### config.mk
export PLATFORM = sky130hd
export DESIGN_NAME = irq_ctrl
export DESIGN_NICKNAME = d
export VERILOG_FILES = /design/src/rtl/irq_ctrl.sv
export SDC_FILE = /design/constraint.sdc
export NUM_CORES = 1
export LEC_CHECK = 0
export CORE_MARGIN = 2
export CORE_UTILIZATION = 28
export DETAILED_ROUTE_END_ITERATION = 8
export PLACE_DENSITY = 0.85
export SYNTH_ARGS = -nofsm -noshare
export SYNTH_HDL_FRONTEND = slang
export SYNTH_SLANG_ARGS = --single-unit
export TNS_END_PERCENT = 30
### constraint.sdc
create_clock -name clk -period 1.05 [get_ports clk]
set_input_delay 0.21 -clock clk [delete_from_list [all_inputs] [get_ports clk]]
set_output_delay 0.21 -clock clk [all_outputs]
set_load 0.01 [all_outputs]
### src/rtl/irq_ctrl.sv
`default_nettype none
// ============================================================================
// Module   : irq_ctrl
// Purpose  : Small vectored interrupt controller. Collects up to 8 interrupt
//            lines and marks each one as edge or level triggered. It masks
//            them and raises a single request to the CPU. The lowest-index
//            active source has priority. There is no nesting: once a source
//            is acknowledged, no new request is raised until software writes
//            EOI.
// Ports    : clk      - system clock; all state changes on the rising edge
//            reset    - asynchronous active-low reset
//            irq_in   - interrupt lines from peripherals (bit 0 = Timer0)
//            Addr     - bus word address; only Addr[3:2] is decoded
//            WE       - single-cycle bus write enable
//            Din      - bus write data
//            Dout     - bus read data, combinational from Addr[3:2]
//            int_req  - registered interrupt request to the CPU
//            int_ack  - single-cycle CPU acknowledge
//            int_id   - registered ID of the acknowledged source
// Register map (word index = Addr[3:2]):
//            0 PENDING (R, write-1-to-clear edge bits)
//            1 MASK    (RW)
//            2 CUR     (R: [2:0]=int_id, [8]=in_service; any write = EOI)
//            3 EDGE    (RW: 1=edge, 0=level)
// Revision : 1.0 - initial release
// ============================================================================
module irq_ctrl #(
  parameter int N_SRC = 4
) (
  input  logic             clk,
  input  logic             reset,
  input  logic [N_SRC-1:0] irq_in,
  input  logic [31:0]      Addr,
  input  logic             WE,
  input  logic [31:0]      Din,
  output logic [31:0]      Dout,
  output logic             int_req,
  input  logic             int_ack,
  output logic [2:0]       int_id
);

  typedef enum logic [1:0] {
    IDLE    = 2'd0,
    REQ     = 2'd1,
    SERVICE = 2'd2
  } state_t;

  state_t           state;
  state_t           state_nxt;

  logic [N_SRC-1:0] pending;
  logic [N_SRC-1:0] pending_nxt;
  logic [N_SRC-1:0] mask;
  logic [N_SRC-1:0] edge_cfg;
  logic [N_SRC-1:0] irq_prev;
  logic [N_SRC-1:0] active;
  logic [2:0]       winner;

  logic [1:0]       sel;
  logic             wr_pend;
  logic             wr_mask;
  logic             wr_cur;
  logic             wr_edge;
  logic             ack_take;

  // Address bits outside [3:2] and data bits above the source count are
  // intentionally ignored.
  logic             unused_bits;
  assign unused_bits = &{1'b0, Addr[31:4], Addr[1:0], Din[31:N_SRC]};

  assign sel      = Addr[3:2];
  assign wr_pend  = WE && (sel == 2'd0);
  assign wr_mask  = WE && (sel == 2'd1);
  assign wr_cur   = WE && (sel == 2'd2);
  assign wr_edge  = WE && (sel == 2'd3);
  assign active   = pending & mask;
  assign ack_take = (state == REQ) && int_ack;

  // Priority encoder: scan from the top so the lowest set index wins.
  always_comb begin
    winner = 3'd0;
    for (int i = N_SRC - 1; i >= 0; i--) begin
      if (active[i]) winner = 3'(i);
    end
  end

  // Edge bits are sticky. A new rising edge beats a same-cycle W1C or ack
  // clear, so an event is never lost. Level bits simply follow the line, so
  // W1C and ack have no effect on them.
  always_comb begin
    pending_nxt = pending;
    for (int i = 0; i < N_SRC; i++) begin
      if (edge_cfg[i]) begin
        if (irq_in[i] && !irq_prev[i]) begin
          pending_nxt[i] = 1'b1;
        end else if ((wr_pend && Din[i]) ||
                     (ack_take && active[i] && (winner == 3'(i)))) begin
          pending_nxt[i] = 1'b0;
        end
      end else begin
        pending_nxt[i] = irq_in[i];
      end
    end
  end

  always_ff @(posedge clk or negedge reset) begin
    if (!reset) begin
      pending  <= '0;
      mask     <= '0;
      edge_cfg <= '0;
      irq_prev <= '0;
    end else begin
      pending  <= pending_nxt;
      irq_prev <= irq_in;
      if (wr_mask) mask     <= Din[N_SRC-1:0];
      if (wr_edge) edge_cfg <= Din[N_SRC-1:0];
    end
  end

  // Request sequencing.
  always_comb begin
    state_nxt = state;
    case (state)
      IDLE: begin
        if (|active) state_nxt = REQ;
      end
      REQ: begin
        if (int_ack)       state_nxt = SERVICE;
        else if (~|active) state_nxt = IDLE;   // request withdrawn
      end
      SERVICE: begin
        if (wr_cur) state_nxt = IDLE;          // EOI
      end
      default: state_nxt = IDLE;
    endcase
  end

  // int_req is a flop that tracks the next state. It is therefore high
  // exactly while the FSM sits in REQ, without a combinational path.
  always_ff @(posedge clk or negedge reset) begin
    if (!reset) begin
      state   <= IDLE;
      int_req <= 1'b0;
      int_id  <= 3'd0;
    end else begin
      state   <= state_nxt;
      int_req <= (state_nxt == REQ);
      if (ack_take) int_id <= winner;
    end
  end

  always_comb begin
    Dout = 32'd0;
    case (sel)
      2'd0: Dout[N_SRC-1:0] = pending;
      2'd1: Dout[N_SRC-1:0] = mask;
      2'd2: begin
        Dout[2:0] = int_id;
        Dout[8]   = (state == SERVICE);
      end
      default: Dout[N_SRC-1:0] = edge_cfg;
    endcase
  end

endmodule
`default_nettype wire
==> results.cfg, run 1 <==
[cells_and_area]
layout-drive-gt1-share = 0.3711
area_growth_pct = 34.48
final_core_util = 0.3860
diodes = 0
finalNetCount = 232
final-instance-count-excl-fill = 211

[power]
switching_share = 0.3193
total_power_w = 0.002946
peakVddDrop_uv = 707.5
power_density_mw_per_mm2 = 1765
p_int_w = 0.002005
p_sw_w = 0.0009405
clkPwrFrac = 0.179
combPwrFrac = 0.444
pwr-share-seq = 0.377
p_leak_nw = 0.7987

[synth]
synth.avg_cell_area_um2 = 10.98
synth_edf_count = 0
synth_top_area_cell = dfrtp_1
synth_ff_type = dfrtp_1
yosys.cell_types.count = 27
yosys-top-cells-area = dfrtp_1 (42%), buf_4 (18%), mux2_2 (5.4%)
syn-cell-area_mm2 = 0.001241
synth_most_common_cell = buf_4
yosys_warnings = 0
async_flop_share = 1.000
netlist_top_cells_count = buf_4 (29), dfrtp_1 (21), nand2_1 (16), mux2_2 (6)
yosysTopAreaCellShare = 0.4234
yosysSeqAreaShare = 0.4234
syn_inst = 113
synth-seq-cells = 21

[placed_design]
io_buffers = 21
gp_congestion = 0.8123
place_ws_ns = -1.013
hpwl_um = 2000
placedCellCount = 204

[critical_path]
startpoint = edge_cfg[1]$_DFFE_PN0P_
r2r_cells = 5
path_buf_inv = 1
critPathRequiredTime_ns = 0.84
path_delay_family = multiplexers
cp.arrival_ns = 1.28
crit_chain = mux4_2, buf_6
max_stage_delay_ns = 0.49
path_max_fanout = 2
setup.worst_path.class = register to output pin
r2r_start = pending[0]$_DFFE_PN0P_
path_depth = 2
critPathSlowestCell = mux4_2
start_kind = register
end_kind = output pin

[sta]
rsz0062_at_grt = yes
post-route-period-util = 1.422
period_needed_ns = 1.493
setup_viol = 15
finalHoldViolations = 0
hold_ws_ns = 0.3021
max_freq_mhz = 669.9
timing.final.ws_setup_ns = -0.4428
final.setup_skew_ns = 0.002738
slew_viol_final = 0

[clock_tree]
h-tree-depth = 1
cts_sinks = 21
ctsHoldBuffers = 0
cts_buffer_depth = 2
worstSkewPairLatency_ns = 0.26
cts-root-buf = clkbuf_8
cts_tree = done
cts.clk_slew.worst_paths_ns = 0.08
cts_made_buffers = 3

[run_status]
status = finished with violations
failed_checks = setup timing

[global_routing]
grt_pass1_vias = 916
grtUsageTotal = 0.1102
antenna_found_initial = 0
grt-ovfl-total = 0
grt_max_degree = 22
grt_pass1_wl_um = 4243

[floorplan]
core_mm2 = 0.004324
start_util = 0.2870
die_h_um = 70.58
die_x_um = 70.58
dieArea_mm2 = 0.004982
ios = 108
rows = 24

[detailed_routing]
routed_wl_um = 2617
viasPerCell = 4.336
drt_iter0_drc = 37
antenna_left = 0
dr.pass1.iters = 4
routedWlPerCell_um = 12.40
vias = 915
route.detailed.drc = 0

[flow_run]
drv_cap = 0

[min_path]
hold_class = primary input to async pin
[power by group through the flow]
stage	clock, W	sequential, W	combinational [W]
2_1_floorplan	0	0.00116	0.000549
6_report	0.000528	0.00111	0.00131
4_1_cts	0.000540	0.00111	0.00123
3_3_place_gp	0	0.00110	0.00112
5_1_grt	0.000586	0.00113	0.00142
3_5_place_dp	0	0.00110	0.00116
[what timing repair did]
item	CTS	global route
buffers inserted	3	0
cloned	0	0
pin swaps	7	4
endpoints found under the setup margin	25	15
hold endpoints to repair	0	0
gates resized for setup	60	6
[sequential cells by signal, indices dropped and copies added, names as in the netlist]
register / count
mask: 4
pending: 4
edge_cfg: 4
int_id: 2
irq_prev: 4
state: 2
int_req: 1
[cell families after synthesis]
family | after synthesis | share of synthesized area
compound gates | 17 | 0.09879
flops | 21 | 0.4234
buf+inv | 31 | 0.1935
simple gates | 31 | 0.1442
other cells | 1 | 0.003021
mux | 12 | 0.1371
[per-stage QoR]
step                      setup TNS [ns]  area (um^2)
after floorplan                  -0.2330         1339
after global routing              -3.816         1669
after global placement            -13.61         1548
after detailed placement          -14.23         1548
final                             -3.092         1669
after CTS                         -2.898         1640
[layer usage]
layer,up-vias,part of all wire,routed length [um],global-route usage
met5,-,0,0,0
met4,0,0.0050,13,0.03145
met2,34,0.52,1366,0.1939
li1,435,-,-,-
met3,2,0.061,159,0.03989
met1,444,0.41,1078,0.1264
[layout make-up]
class	instances	area, um^2
fill	438	2655
multi-input combinational	88	596.8
sequential	21	525.5
timing repair buffer	46	435.4
tap	52	65.06
clock buffer	3	41.29
clock inverter	1	5.005
[path summary, 6_finish.rpt]
kind                                                 to  slack (ns)
worst max-delay path                            Dout[1]       -0.44
worst min-delay path             pending[0]$_DFFE_PN0P_        0.30
worst max register to register   pending[2]$_DFFE_PN0P_       -0.25
worst min register to register   pending[1]$_DFFE_PN0P_        0.56
max in group asynchronous       edge_cfg[3]$_DFFE_PN0P_        0.61
min in group clk                  irq_prev[0]$_DFF_PN0_        0.41
[cell usage in the layout (no fill, tap or decap), types with 2 or more instances in the layout]
cell type        netlist  layout
and3b_2                1       2
a21oi_1                3       3
conb_1                 1      28
mux2_4                 2       2
nand3b_1               2       2
nand2_1               16      15
clkdlybuf4s50_1        0      10
buf_6                  2      15
mux2i_1                2       2
o21ai_1                0       3
mux4_2                 0       2
mux2_2                 6       6
clkbuf_8               0       3
buf_4                 29      15
buf_2                  0       3
a22o_1                 3       3
dfrtp_1               21      21
a221oi_2               0       2
nand3_1                5       5
(Power assumes the default switching activity.)
==> run 2, diff against run 1 <==
--- a/config.mk
+++ b/config.mk
@@ -8,6 +8,7 @@
 export CORE_MARGIN = 2
 export CORE_UTILIZATION = 28
 export DETAILED_ROUTE_END_ITERATION = 8
+export GPL_ROUTABILITY_DRIVEN = 0
 export PLACE_DENSITY = 0.85
 export SYNTH_ARGS = -nofsm -noshare
 export SYNTH_HDL_FRONTEND = slang
==> results of run 2 <==
The final DEF is identical to that of run 1; final timing and power are the same.
==> run 3, diff against run 2 <==
--- a/config.mk
+++ b/config.mk
@@ -9,7 +9,7 @@
 export CORE_UTILIZATION = 28
 export DETAILED_ROUTE_END_ITERATION = 8
 export GPL_ROUTABILITY_DRIVEN = 0
-export PLACE_DENSITY = 0.85
+export PLACE_DENSITY_LB_ADDON = 0.1
 export SYNTH_ARGS = -nofsm -noshare
 export SYNTH_HDL_FRONTEND = slang
 export SYNTH_SLANG_ARGS = --single-unit
==> results.cfg, run 3 (synthesized netlist as in run 1, its figures left out) <==
[critical_path]
r2r_start = state[1]$_DFF_PN0_
critPathSlowestCell = mux4_2
worstReg2RegEnd = pending[3]$_DFFE_PN0P_
crit_chain = mux4_2, buf_6
start_kind = register
path_max_fanout = 2
r2r_slack_ns = -0.22
r2r_cells = 4
critPathRequiredTime_ns = 0.84
max_stage_delay_ns = 0.47
cp.arrival_ns = 1.27
end_kind = output pin
setup.worst_path.class = register to output pin

[power]
switching_share = 0.3147
peakVddDrop_uv = 506.6
p_int_w = 0.002033
combPwrFrac = 0.450
p_leak_nw = 0.8148
pwr-share-seq = 0.370
clkPwrFrac = 0.180
p_sw_w = 0.0009336
power_density_mw_per_mm2 = 1750

[floorplan]
rows = 24
start_util = 0.2870
dieArea_mm2 = 0.004982
core_mm2 = 0.004324
die_h_um = 70.58
ios = 108
die_x_um = 70.58

[detailed_routing]
dr_wl_met2_um = 1380
route.detailed.drc = 0
drt_iter0_drc = 28
met1Wirelength_um = 1194
wl_met3_um = 114
routedWlPerCell_um = 12.59
vias = 903
routed_wl_um = 2707
top_layer = met4
viasPerCell = 4.200
antenna_left = 0
dr.pass1.iters = 4

[min_path]
hold_class = primary input to async pin

[clock_tree]
ctsHoldBuffers = 0
cts.clk_slew.worst_paths_ns = 0.08
cts_buffer_depth = 2
cts_tree = done
cts-root-buf = clkbuf_8
h-tree-depth = 1
cts_made_buffers = 3
cts_sinks = 21
worstSkewPairLatency_ns = 0.26

[sta]
slew_viol_final = 0
max_freq_mhz = 676.0
final.setup_skew_ns = 0.003138
setup_tns_ns = -2.956
timing.final.ws_setup_ns = -0.4293
post-route-period-util = 1.409
rsz0062_at_grt = yes
finalHoldViolations = 0
setup_viol = 15
period_needed_ns = 1.479

[cells_and_area]
finalNetCount = 236
regArea_um2 = 525.5
diodes = 0
area_growth_pct = 36.59
final_common_cell = conb_1
multi_input_comb_area_um2 = 609.3
layout-drive-gt1-share = 0.4049
fill_cells = 435
final_cell_mix = conb_1 (28), dfrtp_1 (21), buf_4 (20)

[global_routing]
grt_pass1_vias = 877
grt_pass1_wl_um = 4360
antenna_found_initial = 0
grt_max_degree = 22
grtUsageTotal = 0.1150
grt-ovfl-total = 0

[run_status]
status = finished with violations
failed_checks = setup timing

[flow_run]
drv_cap = 0

[placed_design]
hpwl_um = 2033
io_buffers = 21
place_ws_ns = -0.9399
run 3: changes by cell type in the layout (fill, tap and decap cells not counted), moves of 2 or more:
cell     previous run  this run
nand3_2             0         2
nand3_1             5         2
buf_6              15        12
buf_4              15        20
run 3: area by class of cell:
class / instances / area share
Clock buffer: 3 / 0.02435
Timing Repair Buffer: 50 / 0.2649
Sequential cell: 21 / 0.3100
Multi-Input combinational cell: 88 / 0.3594
Tap cell: 52 / 0.03838
Clock inverter: 1 / 0.002952
run 3: timing repair:
item / 4_1_cts / 5_1_grt
setup endpoints to repair: 25 / 17
gates cloned: 2 / 0
buffers inserted: 2 / 3
resized for setup: 60 / 7
pin swaps: 6 / 4
run 3: power groups by stage:
stage,logic [W],clock network [W],registers (W)
floorplan,0.000549,0,0.00116
global placement,0.00115,0,0.00111
detailed placement,0.00116,0,0.00110
CTS,0.00125,0.000567,0.00110
global route,0.00146,0.000596,0.00112
finish,0.00133,0.000534,0.00110
run 3: worst max path at each step:
stage                     endpoint  slack, ns  depth (start not counted)                   from
final                      Dout[1]      -0.43                          2  int_id[1]$_DFFE_PN0N_
after global routing       Dout[1]      -0.47                          2  int_id[1]$_DFFE_PN0N_
after CTS                  Dout[1]      -0.44                          2  int_id[1]$_DFFE_PN0N_
after detailed placement   Dout[0]      -0.94                          3                Addr[3]
after global placement     Dout[1]      -0.93                          3                Addr[3]
after floorplan            Dout[0]      -0.05                          1  int_id[0]$_DFFE_PN0N_
run 3: per-stage QoR:
step                      hold WS, ns    util  instances  cell area [um^2]  power, W
after floorplan              -0.08559       -        140              1339  0.001712
after global placement         0.5121  0.3579        204              1548  0.002257
after detailed placement       0.5240  0.3579        204              1548  0.002264
after CTS                      0.2771  0.3819        212              1652  0.002922
after global routing           0.2814  0.3921        215              1695  0.003172
final                          0.2836  0.3921        215              1695  0.002967
run 3: metal layers:
layer,GRT usage,up-vias
li1,-,442
met1,0.1474,431
met2,0.1908,28
met3,0.02137,2
met4,0.05031,0
met5,0,-
run 3: critical path: cells and delay by family (launching register included):
family	cells	cell delay, ns
buf+inv	1	0.14
flops	1	0.41
mux	1	0.47
